## src/rtl/shadow_ram_arbiter.sv

```systemverilog
// ---------------------------------------------------------------------------
// shadow_ram_arbiter
//
// Shares the shadow-ROM/RAM block_ram between two requesters:
//   * the Z80 snoop write path (fire-and-forget strobes, highest priority)
//   * the SPI host register block (single-byte req/ack reads and writes)
//
// This block owns the RAM write port. It takes over the RAM read address
// (through an external mux controlled by ram_rd_sel) only while the
// synchronized Z80 MREQ shows the memory bus idle.
//
// Ports
//   clk, rst_n                 system clock, asynchronous active-low reset
//   z80_wr_req/addr/data       one-cycle Z80 write strobe with address/data
//   z80_mreq_n                 raw asynchronous Z80 MREQ, synchronized here
//   spi_req/we/addr/wdata      level request, held until spi_ack
//   spi_ack                    one-cycle completion pulse
//   spi_rdata                  read data, valid with ack and held afterwards
//   ram_write_en/addr_w/din    registered RAM write port
//   ram_rd_sel, ram_addr_r     read-address mux select and SPI read address
//   ram_dout                   RAM read data, one-cycle synchronous latency
//   collisions                 saturating count of deferred/aborted requests
// ---------------------------------------------------------------------------
module shadow_ram_arbiter #(
    parameter int ADDR_W = 14,
    parameter int DATA_W = 8
) (
    input  logic              clk,
    input  logic              rst_n,

    input  logic              z80_wr_req,
    input  logic [ADDR_W-1:0] z80_wr_addr,
    input  logic [DATA_W-1:0] z80_wr_data,
    input  logic              z80_mreq_n,

    input  logic              spi_req,
    input  logic              spi_we,
    input  logic [ADDR_W-1:0] spi_addr,
    input  logic [DATA_W-1:0] spi_wdata,
    output logic              spi_ack,
    output logic [DATA_W-1:0] spi_rdata,

    output logic              ram_write_en,
    output logic [ADDR_W-1:0] ram_addr_w,
    output logic [DATA_W-1:0] ram_din,
    output logic              ram_rd_sel,
    output logic [ADDR_W-1:0] ram_addr_r,
    input  logic [DATA_W-1:0] ram_dout,

    output logic [7:0]        collisions
);

    typedef enum logic [2:0] {
        ST_IDLE = 3'd0,
        ST_SWR  = 3'd1,
        ST_RADR = 3'd2,
        ST_RDAT = 3'd3,
        ST_REL  = 3'd4
    } state_t;

    localparam int SYNC_STAGES = 2;

    // -----------------------------------------------------------------------
    // MREQ synchronizer. Stages reset to 1 so the bus looks idle out of reset.
    // -----------------------------------------------------------------------
    logic [SYNC_STAGES-1:0] mreq_sync_q;
    logic [SYNC_STAGES-1:0] mreq_sync_d;
    logic                   bus_idle;

    generate
        for (genvar gi = 0; gi < SYNC_STAGES; gi++) begin : g_mreq_sync
            if (gi == 0) begin : g_first
                assign mreq_sync_d[gi] = z80_mreq_n;
            end else begin : g_chain
                assign mreq_sync_d[gi] = mreq_sync_q[gi-1];
            end
        end
    endgenerate

    always_ff @(posedge clk or negedge rst_n) begin
        if (!rst_n) begin
            mreq_sync_q <= '1;
        end else begin
            mreq_sync_q <= mreq_sync_d;
        end
    end

    // Idle only when every stage agrees, so a single early high sample of a
    // recovering MREQ does not release the read port yet.
    assign bus_idle = &mreq_sync_q;

    // -----------------------------------------------------------------------
    // FSM state register
    // -----------------------------------------------------------------------
    state_t state_q;
    state_t state_d;

    always_ff @(posedge clk or negedge rst_n) begin
        if (!rst_n) begin
            state_q <= ST_IDLE;
        end else begin
            state_q <= state_d;
        end
    end

    // Decoded request conditions in IDLE.
    logic spi_wr_grant;
    logic spi_wr_blocked;
    logic spi_rd_grant;
    logic rd_abort;

    always_comb begin
        spi_wr_grant   = (state_q == ST_IDLE) && spi_req && spi_we && !z80_wr_req;
        spi_wr_blocked = (state_q == ST_IDLE) && spi_req && spi_we &&  z80_wr_req;
        spi_rd_grant   = (state_q == ST_IDLE) && spi_req && !spi_we && bus_idle;
        // The Z80 started a bus cycle while we were presenting our address:
        // give the read mux back and retry from IDLE.
        rd_abort       = (state_q == ST_RADR) && !bus_idle;
    end

    // -----------------------------------------------------------------------
    // FSM next-state logic
    // -----------------------------------------------------------------------
    always_comb begin
        state_d = state_q;
        case (state_q)
            ST_IDLE: begin
                if (spi_wr_grant) begin
                    state_d = ST_SWR;
                end else if (spi_rd_grant) begin
                    state_d = ST_RADR;
                end
            end
            ST_SWR: begin
                state_d = ST_REL;
            end
            ST_RADR: begin
                state_d = rd_abort ? ST_IDLE : ST_RDAT;
            end
            ST_RDAT: begin
                state_d = ST_REL;
            end
            ST_REL: begin
                // Forces at least one low cycle of spi_req between transfers;
                // a requester that already dropped req leaves at once.
                if (!spi_req) begin
                    state_d = ST_IDLE;
                end
            end
            default: begin
                state_d = ST_IDLE;
            end
        endcase
    end

    // -----------------------------------------------------------------------
    // FSM outputs (decoded from the registered state)
    // -----------------------------------------------------------------------
    logic              spi_ack_o;
    logic              ram_rd_sel_o;
    logic [ADDR_W-1:0] ram_addr_r_o;

    always_comb begin
        spi_ack_o    = 1'b0;
        ram_rd_sel_o = 1'b0;
        ram_addr_r_o = '0;
        case (state_q)
            ST_SWR: begin
                spi_ack_o = 1'b1;
            end
            ST_RADR: begin
                ram_rd_sel_o = 1'b1;
                ram_addr_r_o = spi_addr;
            end
            ST_RDAT: begin
                ram_rd_sel_o = 1'b1;
                ram_addr_r_o = spi_addr;
                spi_ack_o    = 1'b1;
            end
            default: begin
            end
        endcase
    end

    assign spi_ack    = spi_ack_o;
    assign ram_rd_sel = ram_rd_sel_o;
    assign ram_addr_r = ram_addr_r_o;

    // -----------------------------------------------------------------------
    // Registered RAM write port. A Z80 strobe always wins; an SPI write is
    // only granted in a cycle without a Z80 strobe, so at most one write is
    // loaded per cycle and the Z80 path never waits.
    // -----------------------------------------------------------------------
    logic              ram_write_en_q;
    logic              ram_write_en_d;
    logic [ADDR_W-1:0] ram_addr_w_q;
    logic [ADDR_W-1:0] ram_addr_w_d;
    logic [DATA_W-1:0] ram_din_q;
    logic [DATA_W-1:0] ram_din_d;

    always_comb begin
        ram_write_en_d = 1'b0;
        ram_addr_w_d   = ram_addr_w_q;
        ram_din_d      = ram_din_q;
        if (z80_wr_req) begin
            ram_write_en_d = 1'b1;
            ram_addr_w_d   = z80_wr_addr;
            ram_din_d      = z80_wr_data;
        end else if (spi_wr_grant) begin
            ram_write_en_d = 1'b1;
            ram_addr_w_d   = spi_addr;
            ram_din_d      = spi_wdata;
        end
    end

    always_ff @(posedge clk or negedge rst_n) begin
        if (!rst_n) begin
            ram_write_en_q <= 1'b0;
            ram_addr_w_q   <= '0;
            ram_din_q      <= '0;
        end else begin
            ram_write_en_q <= ram_write_en_d;
            ram_addr_w_q   <= ram_addr_w_d;
            ram_din_q      <= ram_din_d;
        end
    end

    assign ram_write_en = ram_write_en_q;
    assign ram_addr_w   = ram_addr_w_q;
    assign ram_din      = ram_din_q;

    // -----------------------------------------------------------------------
    // Read data. RAM data for the address shown in RADR arrives during RDAT,
    // the ack cycle, so it is passed straight through then and captured for
    // holding until the next completed read.
    // -----------------------------------------------------------------------
    logic [DATA_W-1:0] spi_rdata_q;
    logic [DATA_W-1:0] spi_rdata_d;

    always_comb begin
        spi_rdata_d = spi_rdata_q;
        if (state_q == ST_RDAT) begin
            spi_rdata_d = ram_dout;
        end
    end

    always_ff @(posedge clk or negedge rst_n) begin
        if (!rst_n) begin
            spi_rdata_q <= '0;
        end else begin
            spi_rdata_q <= spi_rdata_d;
        end
    end

    assign spi_rdata = (state_q == ST_RDAT) ? ram_dout : spi_rdata_q;

    // -----------------------------------------------------------------------
    // Collision counter: deferred SPI writes and aborted SPI reads. Reads
    // waiting in IDLE for the bus are not counted.
    // -----------------------------------------------------------------------
    logic [7:0] collisions_q;
    logic [7:0] collisions_d;

    always_comb begin
        collisions_d = collisions_q;
        if ((spi_wr_blocked || rd_abort) && (collisions_q != 8'hFF)) begin
            collisions_d = collisions_q + 8'd1;
        end
    end

    always_ff @(posedge clk or negedge rst_n) begin
        if (!rst_n) begin
            collisions_q <= 8'd0;
        end else begin
            collisions_q <= collisions_d;
        end
    end

    assign collisions = collisions_q;

endmodule

```

## config.mk

```make
export PLATFORM = sky130hd
export DESIGN_NAME = shadow_ram_arbiter
export DESIGN_NICKNAME = d
export VERILOG_FILES = /design/src/rtl/shadow_ram_arbiter.sv
export SDC_FILE = /design/constraint.sdc
export NUM_CORES = 1
export LEC_CHECK = 0
export CAP_MARGIN = 0
export CORE_MARGIN = 4
export CORE_UTILIZATION = 42
export CTS_CLUSTER_DIAMETER = 120
export DETAILED_ROUTE_END_ITERATION = 10
export GPL_TIMING_DRIVEN = 0
export PLACE_DENSITY = 0.83
export SYNTH_ARGS = -nofsm -noshare
export SYNTH_HDL_FRONTEND = slang
export SYNTH_SLANG_ARGS = --single-unit
```

## constraint.sdc

```tcl
create_clock -name clk -period 3.4 [get_ports clk]
set_clock_uncertainty 0.05 [all_clocks]
set_input_delay 0.68 -clock clk [delete_from_list [all_inputs] [get_ports clk]]
set_output_delay 0.68 -clock clk [all_outputs]
set_load 0.02 [all_outputs]
```

==> results.yml <==
run_status:
  status: "finished, final reports clean"
grt:
  grt_overflow_total: 0
  antenna_found_initial: 0
  grt_max_degree: 33
  grt_usage: 0.182
  grt_first_pass_wirelength_mm: 8.70
  first_global_vias: 1770
synth:
  yosysUniqueCellTypes: 32
  ys_seq_elements: 44
  yosysSeqAreaShare: 0.537
  ys.flop_type: "dfrtp_1"
  synth_area_leader_cell: "dfrtp_1"
  netlist_top_cells_count: "dfrtp_1 (42), nand2_1 (25), o21ai_0 (23)"
  ys_top_cells_by_area: "dfrtp_1 (51%), mux2i_1 (11%), o21ai_0 (5.6%)"
  synth_nets: 240
  synth.most_common_cell: "dfrtp_1"
  synth-edff-count: 0
  postSynthCellCount: 181
  synth_top_cell_area_share: 0.511
  postSynth.asyncResetShare: 1.00
  synth_area_mm2: 0.00206
  yosysWarnings: 0
  syn_area_per_cell_um2: 11.4
placement:
  place_hpwl_mm: 4.15
  gp_congestion: 0.726
  pre_cts_ws_ns: 0.581
  port_buffers: 112
finish:
  final_core_util: 0.719
  drive_gt1_frac: 0.103
  nFillCells: 349
  syn_to_final_growth_pct: 65.2
  final_nets: 360
  n_antenna_cell: 0
floorplanning:
  core_mm2: 0.00472
  ios: 113
  die_y_um: 78.0
  num_rows: 25
  die_area_mm2: 0.00608
  start_util: 0.435
  dieWidth_um: 78.0
timing:
  rsz0062_at_grt: "false"
  setup_viol_count_final: 0
  hold_violations: 0
  setup_slack_ns: 0.292
  fin_setup_tns_ns: 0
  period_minus_slack_ns: 3.11
  worstMarginPinSlew_ns: 0.576
  slew_headroom: 0.615
  report.final.slew_viol_count: 0
  finalCritPeriodShare: 0.914
  fmax_mhz: 322
clock_network:
  numCtsBuffers: 5
  clk-insertion-delay-late_ns: 0.29
  clock-sinks: 44
  path_clk_slew_ns: 0.09
  cts_root_buffer: "clkbuf_8"
  post-cts-setup-buffers: 0
  h-tree-depth: 2
  cts_repair_resize_count: 0
  cts_tree: "yes"
  cts_hold_buf: 0
  cts_buffer_depth: 2
routing:
  firstDrtPassIters: 4
  drt_iter0_drc: 74
  wl_per_cell_um: 14.5
  vias: 1757
  drt_wl_total_mm: 5.36
  drc: 0
  avgViaCountPerCell: 4.76
  ant_nets: 0
run:
  cap_violations: 0
critical_path:
  critPathMaxFanout: 10
  critical_path_arrival_ns: 2.38
  cp-start-kind: "register"
  r2r_start: "collisions[0]"
  end_kind: "output pin"
  ff2ff_setup_slack_ns: 1.76
  critical_path_class: "reg -> out"
  critPathMaxStageDelay_ns: 0.61
  slowest_stage: "clkdlybuf4s50_1"
  path_delay_family: "buffers and inverters"
  required_ns: 2.67
  reg2reg_depth: 5
  r2r_end: "collisions[1]"
  crit_chain: "nor2b_1 > clkbuf_1 > and2_1 > clkdlybuf4s50_1"
  worstSetupStartpoint: "state_q[1]"
  worst-path-buf-inv: 2
min_path:
  hold_class: "in -> async"
power:
  p_leak_nw: 1.52
  p_per_area_mw_per_mm2: 466
  vdd_drop_max_v: 0.000340
  total_power_mw: 1.58
## worst reg2reg max path, delay by kind of cell, from the launching register on
| family | cells | cell delay [ns] |
|---|---|---|
| DFF | 1 | 0.42 |
| and+or+nand+nor | 3 | 0.55 |
| adders and majority gates | 1 | 0.22 |
| muxes | 1 | 0.31 |
## worst max path at each step
stage,to,slack [ns],cells after the start
floorplan,spi_rdata[0],1.25,3
finish,ram_addr_r[10],0.29,4
global placement,ram_addr_w[9],0.39,1
detailed placement,ram_addr_r[10],0.58,4
global route,ram_addr_r[8],0.11,4
CTS,ram_addr_r[10],0.24,4
## kinds of logic (layout without fill, tap and decap cells)
| kind of cell | after synthesis | after routing | share of synthesized area |
|---|---|---|---|
| multiplexers | 32 | 32 | 0.166 |
| buffers and inverters | 10 | 131 | 0.0262 |
| flip-flops | 44 | 44 | 0.537 |
| AND/OR/NAND/NOR | 62 | 62 | 0.164 |
| XOR/XNOR | 5 | 5 | 0.0213 |
| adder cells (fa/ha/maj) | 1 | 1 | 0.00609 |
| AO/OA/AOI/OAI | 27 | 27 | 0.0797 |
## flip-flops by register name, summed over array words and instances (netlist names)
register and cells:
ram_addr_w 14, collisions 8, ram_din 8, spi_rdata_q 8, state_q 3, mreq_sync_q 2
ram_write_en 1
## power by group
group          switching (mW)  internal [mW]
combinational           0.234          0.274
sequential             0.0586          0.600
clock                   0.178          0.240
total                   0.471           1.11
## final cells by class
cell class | count | area [um2] | area share
Buffer | 9 | 50.0 | 0.0147
Clock inverter | 2 | 38.8 | 0.0114
Inverter | 1 | 3.75 | 0.00110
Timing Repair Buffer | 113 | 1140 | 0.334
Sequential cell | 44 | 1100 | 0.325
Tap cell | 67 | 83.8 | 0.0247
Clock buffer | 6 | 82.6 | 0.0243
Multi-Input combinational cell | 127 | 898 | 0.264
## routing by layer
metal | wire, um | vias to the layer above | global-route usage
met5 | 0 | - | 0
met4 | 30 | 0 | 0.0472
met3 | 366 | 2 | 0.0487
met2 | 2630 | 65 | 0.300
met1 | 2330 | 828 | 0.238
li1 | - | 862 | -
## layout by cell type, fill, tap and decap left out, drive strengths merged, types with 4 or more instances in the layout
| cell type | n |
|---|---|
| xor2 | 5 |
| nor2 | 4 |
| mux2i | 22 |
| buf | 5 |
| dfrtp | 42 |
| o21ai | 24 |
| clkbuf | 12 |
| mux2 | 10 |
| nand2 | 25 |
| clkdlybuf4s50 | 111 |
| and2 | 14 |
## through the flow
stage                     area, um2  hold slack [ns]  instances
after floorplan                2060            0.325        181
after global placement         3260            0.332        360
after detailed placement       3280            0.336        361
after CTS                      3400            0.215        369
after global routing           3400            0.217        369
final                          3400            0.209        369
(Power assumes the default switching activity.)
